--- src/rtl/proc_control_if.sv ---
// proc_control_if: run/instr request and datapath control outputs of the sequencer
interface proc_control_if;
    logic        run;
    logic [15:0] instr;
    logic [2:0]  regSelect;
    logic        regRSelect;
    logic        immSelect;
    logic [15:0] imm;
    logic [7:0]  regWrite;
    logic        aWrite;
    logic        rWrite;
    logic [1:0]  aluOp;
    logic        busy;
    logic        done;
    logic        illegal;
    logic [15:0] retired;
    modport master (
        output run, instr,
        input  regSelect, regRSelect, immSelect, imm, regWrite, aWrite, rWrite,
        input  aluOp, busy, done, illegal, retired
    );
    modport slave (
        input  run, instr,
        output regSelect, regRSelect, immSelect, imm, regWrite, aWrite, rWrite,
        output aluOp, busy, done, illegal, retired
    );
endinterface

--- src/rtl/proc_control.sv ---
// proc_control: multi-cycle decode sequencer driving the bus mux, ALU and register enables
module proc_control (
    input logic           clk,
    input logic           reset,
    proc_control_if.slave bus
);
    typedef enum logic [1:0] {IDLE, T1, T2, T3} state_t;
    state_t      state_q, state_d;
    logic [15:0] ir_q, ir_d, retired_q, retired_d;
    logic [3:0]  op;
    logic [2:0]  rx, ry;
    logic        alu, wr, aw, rw, dn, il;
    assign op  = ir_q[15:12];
    assign rx  = ir_q[11:9];
    assign ry  = ir_q[8:6];
    assign alu = op == 4'd2 || op == 4'd3 || op == 4'd4;
    always_comb begin
        state_d        = state_q;
        ir_d           = ir_q;
        bus.regSelect  = '0;
        bus.regRSelect = 1'b0;
        bus.immSelect  = 1'b0;
        bus.aluOp      = '0;
        wr             = 1'b0;
        aw             = 1'b0;
        rw             = 1'b0;
        dn             = 1'b0;
        il             = 1'b0;
        case (state_q)
            IDLE: begin
                state_d = bus.run ? T1 : IDLE;
                ir_d    = bus.run ? bus.instr : ir_q;
            end
            T1: begin
                state_d       = alu ? T2 : IDLE;
                bus.regSelect = alu ? rx : (op == 4'd0 ? ry : 3'd0);
                bus.immSelect = op == 4'd1;
                aw            = alu;
                wr            = op == 4'd0 || op == 4'd1;
                dn            = !alu;
                il            = !alu && op > 4'd1;
            end
            T2: begin
                state_d       = T3;
                bus.regSelect = ry;
                bus.aluOp     = 2'(op - 4'd2);
                rw            = 1'b1;
            end
            default: begin
                state_d        = IDLE;
                bus.regRSelect = 1'b1;
                wr             = 1'b1;
                dn             = 1'b1;
            end
        endcase
        // reset blocks every write so an interrupted instruction leaves no trace
        bus.regWrite = (wr && !reset) ? 8'(1) << rx : '0;
        bus.aWrite   = aw && !reset;
        bus.rWrite   = rw && !reset;
        bus.done     = dn && !reset;
        bus.illegal  = il && !reset;
        bus.busy     = state_q != IDLE;
        bus.imm      = {{8{ir_q[7]}}, ir_q[7:0]};
        bus.retired  = retired_q;
        retired_d    = reset ? '0 : retired_q + 16'(bus.done);
        state_d      = reset ? IDLE : state_d;
        ir_d         = reset ? '0 : ir_d;
    end
    always_ff @(posedge clk) begin
        state_q   <= state_d;
        ir_q      <= ir_d;
        retired_q <= retired_d;
    end
endmodule

--- src/flat_wrapper.sv ---
// flat-port wrapper written by rule: the top's interface ports become plain ports
module proc_control_flat 
  (clk, reset, bus_run, bus_instr, bus_regSelect, bus_regRSelect, bus_immSelect, bus_imm, bus_regWrite, bus_aWrite, bus_rWrite, bus_aluOp, bus_busy, bus_done, bus_illegal, bus_retired);
  proc_control_if bus_i ();
  input logic clk;
  input logic reset;
  input wire logic [$bits(bus_i.run)-1:0] bus_run;
  input wire logic [$bits(bus_i.instr)-1:0] bus_instr;
  output wire logic [$bits(bus_i.regSelect)-1:0] bus_regSelect;
  output wire logic [$bits(bus_i.regRSelect)-1:0] bus_regRSelect;
  output wire logic [$bits(bus_i.immSelect)-1:0] bus_immSelect;
  output wire logic [$bits(bus_i.imm)-1:0] bus_imm;
  output wire logic [$bits(bus_i.regWrite)-1:0] bus_regWrite;
  output wire logic [$bits(bus_i.aWrite)-1:0] bus_aWrite;
  output wire logic [$bits(bus_i.rWrite)-1:0] bus_rWrite;
  output wire logic [$bits(bus_i.aluOp)-1:0] bus_aluOp;
  output wire logic [$bits(bus_i.busy)-1:0] bus_busy;
  output wire logic [$bits(bus_i.done)-1:0] bus_done;
  output wire logic [$bits(bus_i.illegal)-1:0] bus_illegal;
  output wire logic [$bits(bus_i.retired)-1:0] bus_retired;
  assign bus_i.run = bus_run;
  assign bus_i.instr = bus_instr;
  assign bus_regSelect = bus_i.regSelect;
  assign bus_regRSelect = bus_i.regRSelect;
  assign bus_immSelect = bus_i.immSelect;
  assign bus_imm = bus_i.imm;
  assign bus_regWrite = bus_i.regWrite;
  assign bus_aWrite = bus_i.aWrite;
  assign bus_rWrite = bus_i.rWrite;
  assign bus_aluOp = bus_i.aluOp;
  assign bus_busy = bus_i.busy;
  assign bus_done = bus_i.done;
  assign bus_illegal = bus_i.illegal;
  assign bus_retired = bus_i.retired;
  proc_control u_core (.clk(clk), .reset(reset), .bus(bus_i));
endmodule
--- config.mk ---
export PLATFORM = sky130hd
export DESIGN_NAME = proc_control_flat
export DESIGN_NICKNAME = d
export VERILOG_FILES = /design/src/rtl/proc_control_if.sv /design/src/rtl/proc_control.sv /design/src/flat_wrapper.sv
export SDC_FILE = /design/constraint.sdc
export NUM_CORES = 1
export LEC_CHECK = 0
export CAP_MARGIN = 20
export CORE_AREA = 2 2 66 68
export CTS_BUF_LIST = sky130_fd_sc_hd__clkbuf_2 sky130_fd_sc_hd__clkbuf_4 sky130_fd_sc_hd__clkbuf_8
export DETAILED_ROUTE_END_ITERATION = 16
export DIE_AREA = 0 0 68 70
export GPL_TIMING_DRIVEN = 0
export PLACE_DENSITY = 0.8
export SKIP_LAST_GASP = 1
export SLEW_MARGIN = 20
export SYNTH_ARGS = -nofsm -noshare
export SYNTH_HDL_FRONTEND = slang
export SYNTH_SLANG_ARGS = --single-unit
--- constraint.sdc ---
create_clock -name clk -period 6.25 [get_ports clk]
set_clock_uncertainty 0.15 [all_clocks]
set_input_delay 0.9375 -clock clk [delete_from_list [all_inputs] [get_ports clk]]
set_output_delay 0.9375 -clock clk [all_outputs]
set_load 0.01 [all_outputs]
==> results.py <==
metrics = {
    "setup_path": {
        "cp_slowest_cell": "clkdlybuf4s50_1",
        "crit_fanout": 10,
        "r2r_slack_ns": 3.45,
        "crit_buf_inv": 4,
        "critPathLaunchType": "primary input",
        "required_ns": 5.16,
        "arrival_ns": 2.84,
        "r2r_start": "u_core.state_q[1]$_SDFF_PP0_",
        "cpMostUsedCell": "clkdlybuf4s50_1",
        "crit_chain": "clkdlybuf4s50_1 > clkbuf_1 > buf_1 > nor2_1 > clkdlybuf4s50_1",
        "setup.worst_path.end_class": "primary output",
        "slowest_delay_ns": 0.51,
        "r2r-end": "u_core.bus.retired[12]$_SDFF_PP0_",
        "path_class": "in2out",
        "ff2ff_path_depth": 11,
        "crit_family": "buffers and inverters",
    },
    "drt": {
        "ant_nets": 0,
        "avgViaCountPerCell": 4.88,
        "drt-initial-drc-count": 54,
        "vias": 1695,
        "drc_errors": 0,
        "routed_wl_mm": 4.05,
        "drt_first_pass_iters": 4,
        "wl_per_cell_um": 11.7,
    },
    "clocking": {
        "holdBufCountCts": 0,
        "clock_sinks": 34,
        "cts_setup_buffers": 0,
        "clk_pin_slew_ns": 0.06,
        "htreeDepth": 2,
        "numCtsBuffers": 5,
        "cts-root-buf": "clkbuf_8",
        "clk_latency_ns": 0.28,
        "cts_tree": "yes",
        "cts-resized-gates": 0,
        "clk_path_buf_depth": 2,
    },
    "die": {
        "die_area_um2": 4760,
        "rows": 24,
        "fp.coreArea_um2": 4140,
        "io_pins": 71,
        "die_w_um": 68,
        "start_util_pct": 41.8,
        "die-height_um": 70,
    },
    "layout": {
        "final_common_cell": "clkdlybuf4s50_1",
        "regArea_um2": 681,
        "final_layout_size_suffix_gt1_share_pct": 9.49,
        "fin_nets": 320,
        "num_antenna_cells": 0,
        "multi_input_area_um2": 865,
        "final_cell_mix": "clkdlybuf4s50_1 (70), nand2_1 (47), dfxtp_1 (34)",
        "fillCellCount": 378,
        "postLayoutCellArea_um2": 2570,
        "final_cells": 347,
        "syn2layout_area_growth_pct": 48.8,
    },
    "place": {
        "portBuffers": 70,
        "dp.final_hpwl_mm": 3.05,
        "place_congestion": 0.760,
        "place_area_um2": 2500,
        "dp.cells": 340,
    },
    "logic_synthesis": {
        "yosysWarnings": 0,
        "synth_area_per_cell_um2": 7.94,
        "synth_seq_cells": 34,
        "synth.largest_area_cell": "dfxtp_1",
        "synth_area_leaders": "dfxtp_1 (39%), nand2_1 (10%), buf_4 (7.4%)",
        "ys_types": 33,
        "synth_top_area_share_pct": 39.3,
        "syn_area_um2": 1730,
        "syn_nets": 243,
        "synth_seq_area_share_pct": 39.3,
        "netlist_instances": 218,
    },
    "timing": {
        "finalCriticalPeriod_ns": 3.93,
        "worst_slew_pin_slew_ns": 0.522,
        "finalCritPeriodShare_pct": 62.9,
        "grt_setup_unrepaired": "no",
        "holdWs_ns": 0.305,
        "maxSlewHeadroom_pct": 65.2,
        "setup_violations": 0,
        "tns_ns": 0,
        "slew_viol_final": 0,
        "maxClockFrequency_ghz": 0.254,
        "hold_viol_final": 0,
    },
    "global_route": {
        "grt_pass1_wl_mm": 6.60,
        "grt_usage_pct": 18.0,
        "globalRouteOverflowTotal": 0,
        "grt_max_degree": 12,
        "grt_pass1_vias": 1457,
        "antenna_found_initial": 0,
    },
    "min_path": {
        "min-delay-start": "u_core.ir_q[3]$_SDFFE_PP0P_",
        "hold_class": "reg2reg",
        "whs_path_depth": 2,
        "worstHoldEndpoint": "u_core.ir_q[3]$_SDFFE_PP0P_",
    },
    "power": {
        "leakagePower_uw": 0.000985,
        "peakVddDrop_uv": 135,
        "power_uw": 472,
        "powerDensity_nw_per_um2": 183,
    },
    "run": {
        "max_cap_viol_count": 0,
    },
    "run_status": {
        "status": "complete, no violations",
    },
}
-- Yosys cell counts (all sizes together) --
master  instances
xnor2           6
and3b           2
buf            21
and3            3
clkbuf          5
nor4            2
nand2          47
nor3b           2
and2            2
o31ai           4
nor3            4
a21oi          21
o21bai          2
nor2b           5
and4bb          1
nor2           20
o21ai           1
nand2b          4
xor2            4
nand4           3
nand3           5
ha              6
o22ai           3
or4             3
dfxtp          34
or3             1
o21a            2
nor4b           1
inv             4
-- kinds of logic (layout without fill, tap and decap cells) --
logic type / after synthesis / after routing / synth area share (%)
flip-flops: 34 / 34 / 39.3
AND/OR/NAND/NOR: 105 / 105 / 29.6
buffers and inverters: 30 / 107 / 10.7
adder cells (fa/ha/maj): 6 / 6 / 4.34
XOR/XNOR: 10 / 10 / 5.06
AO/OA/AOI/OAI: 33 / 33 / 10.9
-- flip-flops by register name (all words and copies together), names as in the netlist --
name                count
u_core.ir_q            16
u_core.state_q          2
u_core.bus.retired     16
-- stage by stage --
| stage | worst slack [ns] | util [%] |
|---|---|---|
| floorplan | 3.56 | - |
| global placement | 2.32 | 60.2 |
| detailed placement | 2.27 | 60.2 |
| finish | 2.32 | 62.1 |
| global route | 2.13 | 62.1 |
| CTS | 2.27 | 62.1 |
-- worst min-delay path, stage by stage (launching register included) --
cell	delay, ns
dfxtp_1	0.31
nand2_1	0.05
a21oi_1	0.05
-- cell type report --
cell class,instances,area share (%)
well taps,52,2.53
multi-input cells,154,33.6
plain buffers,26,6.61
flip-flops and latches,34,26.4
repair buffers,70,27.2
clock buffers,5,2.67
inverters,4,0.583
clock inverters,2,0.389
-- routing by layer --
layer,wire length (um),track usage (%),vias up
met5,0,0,-
met4,49,5.33,0
met3,335,5.80,7
met2,1900,29.0,60
met1,1770,22.5,759
li1,-,-,869
-- power by group --
part | switching (uW) | internal (uW)
Combinational | 37.7 | 49.5
Sequential | 7.69 | 225
Clock | 77.4 | 74.7
Total | 123 | 350
-- worst max path at each step --
| stage | slack (ns) | startpoint | end | cells after the start |
|---|---|---|---|---|
| floorplan | 3.56 | reset | u_core.bus.retired[15]$_SDFF_PP0_ | 8 |
| global placement | 2.32 | reset | bus_aWrite | 5 |
| detailed placement | 2.27 | reset | bus_aWrite | 5 |
| CTS | 2.27 | reset | bus_aWrite | 5 |
| global route | 2.13 | reset | bus_aWrite | 5 |
| finish | 2.32 | reset | bus_aWrite | 5 |
No activity file was read; power rests on OpenSTA's default activity.
